File: src/rtl/async_fifo_pkg.sv
// Shared types and helpers for the async FIFO write-side arbiter.
// State encodings plus a width helper that never returns zero.
package async_fifo_pkg;

  localparam logic ST_IDLE = 1'b0;
  localparam logic ST_LOCK = 1'b1;

  typedef enum logic {
    IDLE = ST_IDLE,
    LOCK = ST_LOCK
  } state_e;

  // ceil(log2(n)), but at least 1 so a 1-value range still gets a bit
  function automatic int clog2(input int n);
    int r;
    r = 0;
    for (int k = 0; k < 31; k++) begin
      if ((1 << r) < n) r++;
    end
    return (r == 0) ? 1 : r;
  endfunction

endpackage

File: src/rtl/fifo_wr_arbiter_rr_pick.sv
// Rotate-priority encoder: first set bit of req at or above start,
// wrapping modulo N.
module rr_pick #(
  parameter int N  = 4,
  parameter int IW = 2
) (
  input  logic [N-1:0]  req,
  input  logic [IW-1:0] start,
  output logic [IW-1:0] idx,
  output logic          any
);

  always_comb begin
    idx = '0;
    any = |req;
    // highest offset first so the nearest candidate wins last
    for (int k = N - 1; k >= 0; k--) begin
      if (req[IW'((int'(start) + k) % N)]) begin
        idx = IW'((int'(start) + k) % N);
      end
    end
  end

endmodule

File: src/rtl/fifo_wr_arbiter.sv
// Round-robin owner of the async FIFO write port; a grant lasts until
// packet end or the MAX_BURST fairness bound, with one idle bubble.
module fifo_wr_arbiter
  import async_fifo_pkg::*;
#(
  parameter int DATA_WIDTH = 8,
  parameter int NUM_REQ    = 4,
  parameter int MAX_BURST  = 8
) (
  input  logic                          wclk,
  input  logic                          wrst,
  input  logic [NUM_REQ-1:0]            req_valid,
  input  logic [NUM_REQ*DATA_WIDTH-1:0] req_data,
  input  logic [NUM_REQ-1:0]            req_last,
  output logic [NUM_REQ-1:0]            req_ready,
  input  logic                          wfull,
  output logic                          winc,
  output logic [DATA_WIDTH-1:0]         wdata,
  output logic [$clog2(NUM_REQ)-1:0]    grant_id,
  output logic                          busy
);

  localparam int IW = clog2(NUM_REQ);
  localparam int BW = clog2(MAX_BURST + 1);
  localparam logic [BW-1:0] BURST_END = BW'(MAX_BURST - 1);
  localparam logic [IW-1:0] LAST_IDX  = IW'(NUM_REQ - 1);

  state_e          state_q, state_d;
  logic [IW-1:0]   rr_ptr_q, rr_ptr_d;
  logic [IW-1:0]   grant_q, grant_d;
  logic [BW-1:0]   burst_q, burst_d;

  logic [IW-1:0]   pick_idx;
  logic            pick_any;
  logic            own_valid;
  logic            own_last;
  logic [DATA_WIDTH-1:0] own_data;
  logic            lock;
  logic            xfer;
  logic            burst_done;

  rr_pick #(
    .N  (NUM_REQ),
    .IW (IW)
  ) u_pick (
    .req   (req_valid),
    .start (rr_ptr_q),
    .idx   (pick_idx),
    .any   (pick_any)
  );

  always_comb begin
    own_valid = 1'b0;
    own_last  = 1'b0;
    own_data  = '0;
    for (int i = 0; i < NUM_REQ; i++) begin
      if (grant_q == IW'(i)) begin
        own_valid = req_valid[i];
        own_last  = req_last[i];
        own_data  = req_data[i*DATA_WIDTH +: DATA_WIDTH];
      end
    end
  end

  assign lock       = (state_q == LOCK);
  assign xfer       = lock & own_valid & ~wfull;
  assign burst_done = (MAX_BURST != 0) && (burst_q == BURST_END);

  always_comb begin
    req_ready = '0;
    for (int i = 0; i < NUM_REQ; i++) begin
      req_ready[i] = lock & ~wfull & (grant_q == IW'(i));
    end
  end

  assign winc     = xfer;
  assign wdata    = lock ? own_data : '0;
  assign grant_id = grant_q;
  assign busy     = lock;

  always_comb begin
    state_d  = state_q;
    rr_ptr_d = rr_ptr_q;
    grant_d  = grant_q;
    burst_d  = burst_q;
    unique case (state_q)
      IDLE: begin
        if (pick_any) begin
          grant_d  = pick_idx;
          rr_ptr_d = (pick_idx == LAST_IDX) ? '0 : pick_idx + 1'b1;
          burst_d  = '0;
          state_d  = LOCK;
        end
      end
      LOCK: begin
        if (xfer) begin
          burst_d = burst_q + 1'b1;
          if (own_last || burst_done) state_d = IDLE;
        end
      end
      default: state_d = IDLE;
    endcase
  end

  always_ff @(posedge wclk or posedge wrst) begin
    if (wrst) begin
      state_q  <= IDLE;
      rr_ptr_q <= '0;
      grant_q  <= '0;
      burst_q  <= '0;
    end else begin
      state_q  <= state_d;
      rr_ptr_q <= rr_ptr_d;
      grant_q  <= grant_d;
      burst_q  <= burst_d;
    end
  end

endmodule

File: config.mk
export PLATFORM = sky130hd
export DESIGN_NAME = fifo_wr_arbiter
export DESIGN_NICKNAME = d
export VERILOG_FILES = /design/src/rtl/async_fifo_pkg.sv /design/src/rtl/fifo_wr_arbiter_rr_pick.sv /design/src/rtl/fifo_wr_arbiter.sv
export SDC_FILE = /design/constraint.sdc
export NUM_CORES = 1
export LEC_CHECK = 0
export ABC_AREA = 1
export BUFFER_PORTS_ARGS = -buffer_cell sky130_fd_sc_hd__buf_4
export CELL_PAD_IN_SITES_DETAIL_PLACEMENT = 2
export CELL_PAD_IN_SITES_GLOBAL_PLACEMENT = 2
export CORE_MARGIN = 2
export CORE_UTILIZATION = 25
export CTS_BUF_LIST = sky130_fd_sc_hd__clkbuf_2 sky130_fd_sc_hd__clkbuf_4 sky130_fd_sc_hd__clkbuf_8
export DETAILED_ROUTE_END_ITERATION = 8
export MAX_ROUTING_LAYER = met4
export PLACE_DENSITY_LB_ADDON = 0.1
export RECOVER_POWER = 25
export SYNTH_ARGS = -nofsm -noshare
export SYNTH_HDL_FRONTEND = slang
export SYNTH_SLANG_ARGS = --single-unit
File: constraint.sdc
create_clock -name wclk -period 3.8 [get_ports wclk]
set_clock_uncertainty 0.05 [all_clocks]
set_input_delay 0.57 -clock wclk [delete_from_list [all_inputs] [get_ports wclk]]
set_output_delay 0.57 -clock wclk [all_outputs]
set_load 0.005 [all_outputs]
==> run metrics, run 1 <==
status=finished clean; top post-synthesis cells by count=nand2_1, inv_1, nor2_1, o21ai_0; post-synthesis instance total=165; share of cells above drive strength 1=42.2%; Placement Rows=24; final hold slack=0.255 ns; CP Launch Type=flip-flop; type of the worst min-delay path=primary input to async pin; Top Ports=between 50 and 60; antenna viol nets, final=0; Syn Area/Cell=6.68 µm²; Inserted Diodes=0; leading post-synthesis cells by cell area=dfrtp_1, nand2_1, o21ai_0; top cell type's share of synthesized area=20.4%; Die Span Y=70.4 µm; Avg WL per Cell=14.7 µm; clk slew on worst S/H paths=0.05 ns; P&R area growth vs syn=46.1%; Core Region=4290 µm²; die width=70.4 µm; Finish-stage setup viols=0; final worst-path cycle share=61.4%; final WL=4050 µm; total placed cells including tap cells=roughly 270; Post-CTS Repair Setup Buffers=0; 1st-pass router iterations=3; GR Util All Layers=approximately 18%; largest net degree at the start of global routing=12; path depth of the worst reg2reg path=10; post-synthesis net count=209; Final Max Slew Viols=0; headroom to the max-slew limit=63.7%; ys async rst share=100%; YS warnings=0; grt ovf=0; initial antenna violation count=0; WP data arrival=1.71 ns; CP Capture Type=output port; Yosys reg bits=9; Worst-Margin Slew=approximately 0.54 ns; first-pass GRT wire length=roughly 6900 µm; leakage power=0.856 nW; Finished Layout Cells=275; RSZ-0062 raised after global routing=false; CTS Buf Count=3; CP Max Fanout=11; Main synth FF type=dfrtp_1; final core utilization=between 30 and 40%; Nets=about 270; synthesized cell area=1100 µm²; MaxCap Viol Count=0; crit path kind=flip-flop to output port; CTS resizes=0; gpl congestion=roughly 0.8; number of flops mapped to enable cells by yosys=0; vias in the first global route=1408; CTS tree=yes; Starting Density=25.7%; deepest clock path buffer count=2; most common cell in the netlist=nand2_1; Peak VDD IR=0.335 mV; clock sinks=9; DRT iter0 DRCs=35; htree depth=1; vias per cell=4.68; DIE AREA=roughly 5000 µm²; WP data required=3.18 ns; Worst-Skew Late Latency=0.24 ns; drt drc=0; hold buffer count at cts=0; Final HPWL DP=roughly 3400 µm; cell taking the most area after synthesis=dfrtp_1; via count=1287; setup TNS=0 ns; Fmax=about 430 MHz; Port Buf Inserts=between 50 and 60; post-layout min period=2.33 ns; final number of hold-violating endpoints=0; Clk Tree Root Cell=clkbuf_8; sequential cell area fraction in the yosys report=20.4%; synth unique cells=33; power density over cell area=745 nW/µm²
==> per-layer routing <==
metal | part of all wire (%) | GRT usage [%] | vias up | routed length (µm)
met5 | 0 | - | - | 0
met4 | 1.2 | 5.13 | 0 | 47
met3 | 4.9 | 2.60 | 5 | 199
met2 | 48 | 28.6 | 38 | 1940
met1 | 46 | 22.9 | 588 | 1870
li1 | - | - | 656 | -
==> sequential cells by signal, summed over array words and instances (netlist names) <==
signal,count
burst_q,4
grant_id,2
busy,1
rr_ptr_q,2
==> final timing paths <==
kind | start | end | slack (ns)
worst max-delay path | grant_id[1] | wdata[7] | 1.47
worst min-delay path | wrst | burst_q[1] | 0.25
worst max register to register | grant_id[1] | busy | 2.13
worst min register to register | burst_q[0] | burst_q[0] | 0.49
max in group asynchronous | wrst | burst_q[0] | 3.18
min in group wclk | burst_q[0] | burst_q[0] | 0.49
==> area by class of cell <==
type,instances,area [µm²]
flip-flops and latches,9,225
well taps,52,65.1
fillers,522,2680
inverters,23,96.3
repair buffers,58,435
multi-input cells,129,739
clock buffers,4,48.8
==> power breakdown <==
group	switching, mW	internal [mW]
Combinational	0.465	0.366
Clock	0.0425	0.0806
Sequential	0.109	0.137
Total	0.616	0.584
==> logic make-up after synthesis <==
group | synth area share (%)
DFF | 20.4
and+or+nand+nor | 43.4
adders and majority gates | 1.13
xor gates and xnor gates | 0.795
AOI/OAI and AO/OA | 21.8
buffers and inverters | 12.5
==> placed cells by master (no fill, tap or decap), types with 2 or more instances in the layout <==
master / Yosys / routed
a21oi_1: 5 / 5
buf_4: 1 / 57
o21a_1: 3 / 3
nand2_1: 46 / 46
dfrtp_1: 9 / 9
inv_1: 16 / 16
clkbuf_8: 0 / 3
nand2_2: 7 / 7
nor2_1: 14 / 14
clkbuf_4: 0 / 2
o21ai_0: 13 / 13
nand2_4: 4 / 4
nand3_1: 9 / 9
a21oi_2: 2 / 2
o21ai_2: 3 / 3
inv_4: 4 / 4
o211ai_1: 5 / 5
inv_2: 3 / 3
nand3_2: 3 / 3
==> through the flow <==
stage                     area, µm²  worst slack, ns  power, mW
after floorplan                1100             2.10      0.809
after global placement         1560             1.75       1.06
after detailed placement       1560             1.70       1.09
after CTS                      1610             1.43       1.22
after global routing           1610             1.27       1.34
final                          1610             1.47       1.20
==> critical path: stages (launching register included) <==
cell and delay, ns:
dfrtp_1 0.57, inv_4 0.19, nand2_1 0.09, inv_2 0.15, nand2_1 0.07, nand2_1 0.05
o21ai_0 0.08, a21oi_1 0.14, buf_4 0.13
Note: power is estimated with default switching activity, not from simulation.
==> run 2, diff against run 1 <==
--- a/config.mk
+++ b/config.mk
@@ -10,7 +10,7 @@
 export CELL_PAD_IN_SITES_DETAIL_PLACEMENT = 2
 export CELL_PAD_IN_SITES_GLOBAL_PLACEMENT = 2
 export CORE_MARGIN = 2
-export CORE_UTILIZATION = 25
+export CORE_UTILIZATION = 23
 export CTS_BUF_LIST = sky130_fd_sc_hd__clkbuf_2 sky130_fd_sc_hd__clkbuf_4 sky130_fd_sc_hd__clkbuf_8
 export DETAILED_ROUTE_END_ITERATION = 8
 export MAX_ROUTING_LAYER = met4
==> constraint.sdc (replaced) <==
create_clock -name wclk -period 2.25 [get_ports wclk]
set_clock_uncertainty 0.05 [all_clocks]
set_input_delay 0.3375 -clock wclk [delete_from_list [all_inputs] [get_ports wclk]]
set_output_delay 0.3375 -clock wclk [all_outputs]
set_load 0.005 [all_outputs]
==> run 2 against run 1 <==
  * Sequential share of layout area grew 0.13 points
  * Clock power grew 56%
  * Cell count grew 0.73%
  * Via count up 0.31%
  * Critical path type unchanged
  * Critical endpoint unchanged
  * Highest routed layer unchanged
==> run metrics, run 2 (synthesis gave the netlist of run 1 again) <==
CP dominant cell by count=nand2_1 (unchanged); Placement Rows=25 (was 24); headroom to the max-slew limit=73.7% (was 63.7%); post-layout min period=1.98 ns; vias in the first global route=1428 (was 1408); final number of hold-violating endpoints=0 (unchanged); drt drc=0 (unchanged); Multi-input gate area=739 µm² (unchanged); Finish-stage setup viols=0 (unchanged); Starting Density=23.7% (was 25.7%); crit path cell chain=inv_4 > nand2_1 > inv_2 > nand2_1 > nand2_1 > o21ai_0 > a21oi_1 > buf_4 (unchanged); MaxCap Viol Count=0 (unchanged); CP Launch Type=flip-flop (unchanged); GR Util All Layers=17.3% (was 17.7%); most common cell after layout, fill and taps aside=buf_4 (unchanged); CP peak stage delay=0.52 ns (was 0.57 ns); commonest non-fill, non-tap cells in the layout=buf_4, nand2_1, inv_1 (unchanged); number of fill cells=577 (was 522); die width=73.2 µm (was 70.4 µm); final worst-path cycle share=88.0%; DIE AREA=5360 µm² (was 4960 µm²); Nets=268 (unchanged); dpl ws=0.374 ns (was 1.70 ns); Bufs and invs on worst path=3 (unchanged); Final Max Slew Viols=0 (unchanged); CP Max Fanout=11 (unchanged); Worst-Margin Slew=0.395 ns (was 0.544 ns); CTS tree=yes (unchanged); crit path kind=flip-flop to output port (unchanged); RSZ-0062 raised after global routing=false (unchanged); Crit path max-delay family=flip-flops (unchanged); Post-CTS Repair Setup Buffers=0 (unchanged); Inserted Diodes=0 (unchanged); final core utilization=34.6% (was 37.5%); Final HPWL DP=3460 µm (was 3380 µm); CTS Buf Count=3 (unchanged); P&R area growth vs syn=46.3% (was 46.1%); clk slew on worst S/H paths=0.05 ns (about the same); setup TNS=0 ns (unchanged); CP max stage cell=dfrtp_2 (was dfrtp_1); CP Capture Type=output port (unchanged); htree depth=1 (unchanged); status=finished clean (unchanged); antenna viol nets, final=0 (unchanged); WP data arrival=1.59 ns (was 1.71 ns); final WL=4200 µm (was 4050 µm); grt ovf=0 (unchanged); CTS resizes=0 (unchanged); DRT iter0 DRCs=31 (was 35); first-pass GRT wire length=7100 µm (was 6920 µm); Avg WL per Cell=15.1 µm (was 14.7 µm); Port Buf Inserts=58 (unchanged); Clk Tree Root Cell=clkbuf_8 (unchanged); Top Ports=59 (unchanged); Fmax=505 MHz; Largest Register=burst_q (unchanged); Core Region=4660 µm² (was 4290 µm²); 1st-pass router iterations=2 (was 3); Peak VDD IR=0.646 mV (was 0.335 mV); largest net degree at the start of global routing=12 (unchanged); gpl congestion=0.746 (was 0.803); deepest clock path buffer count=2 (unchanged); power density over cell area=1260 nW/µm² (was 745 nW/µm²); vias per cell=4.66 (was 4.68); WP data required=1.86 ns (was 3.18 ns); Die Span Y=73.2 µm (was 70.4 µm); register area=228 µm² (was 225 µm²); hold buffer count at cts=0 (unchanged); via count=1291 (was 1287); leakage power=0.854 nW (was 0.856 nW); initial antenna violation count=0 (unchanged); Worst-Skew Late Latency=0.24 ns (about the same); post-route setup slack=0.271 ns (was 1.47 ns); clock sinks=9 (unchanged); share of cells above drive strength 1=43.0% (was 42.2%); type of the worst min-delay path=primary input to async pin (unchanged); number of flip-flops in the largest register=4 (unchanged)
==> run 2: worst paths after layout <==
path	from	to	slack (ns)	cells after the start
max in group asynchronous	wrst	grant_id[1]	1.84	2
setup reg to reg	busy	rr_ptr_q[1]	0.61	6
hold reg to reg	burst_q[0]	burst_q[0]	0.49	1
min in group wclk	req_last[3]	busy	0.44	6
setup / recovery	grant_id[1]	wdata[7]	0.27	8
hold / removal	wrst	rr_ptr_q[1]	0.03	2
==> run 2: layout make-up <==
class | count | share of cell area (%)
multi-input combinational | 129 | 45.8
inverter | 23 | 5.97
tap | 54 | 4.19
clock inverter | 1 | 0.310
clock buffer | 3 | 2.56
sequential | 9 | 14.1
timing repair buffer | 58 | 27.0
==> run 2: per-stage QoR <==
stage / std cells / hold WS [ns] / power [mW] / area, µm²
2_1_floorplan: 165 / 0.115 / 1.37 / 1100
3_3_place_gp: 273 / 0.286 / 1.81 / 1560
3_5_place_dp: 273 / 0.287 / 1.85 / 1560
4_1_cts: 277 / 0.0288 / 2.06 / 1610
5_1_grt: 277 / 0.0468 / 2.27 / 1610
6_report: 277 / 0.0252 / 2.03 / 1610
==> run 2: layer usage <==
layer | track usage, % | wire (µm) | vias to the layer above
li1 | - | - | 657
met1 | 22.2 | 1920 | 588
met2 | 28.1 | 1970 | 40
met3 | 2.62 | 256 | 6
met4 | 4.73 | 46 | 0
met5 | - | 0 | -
==> run 2: report_power, final <==
group	switching (mW)	internal (mW)
Combinational	0.792	0.618
Sequential	0.189	0.236
Clock	0.0708	0.121
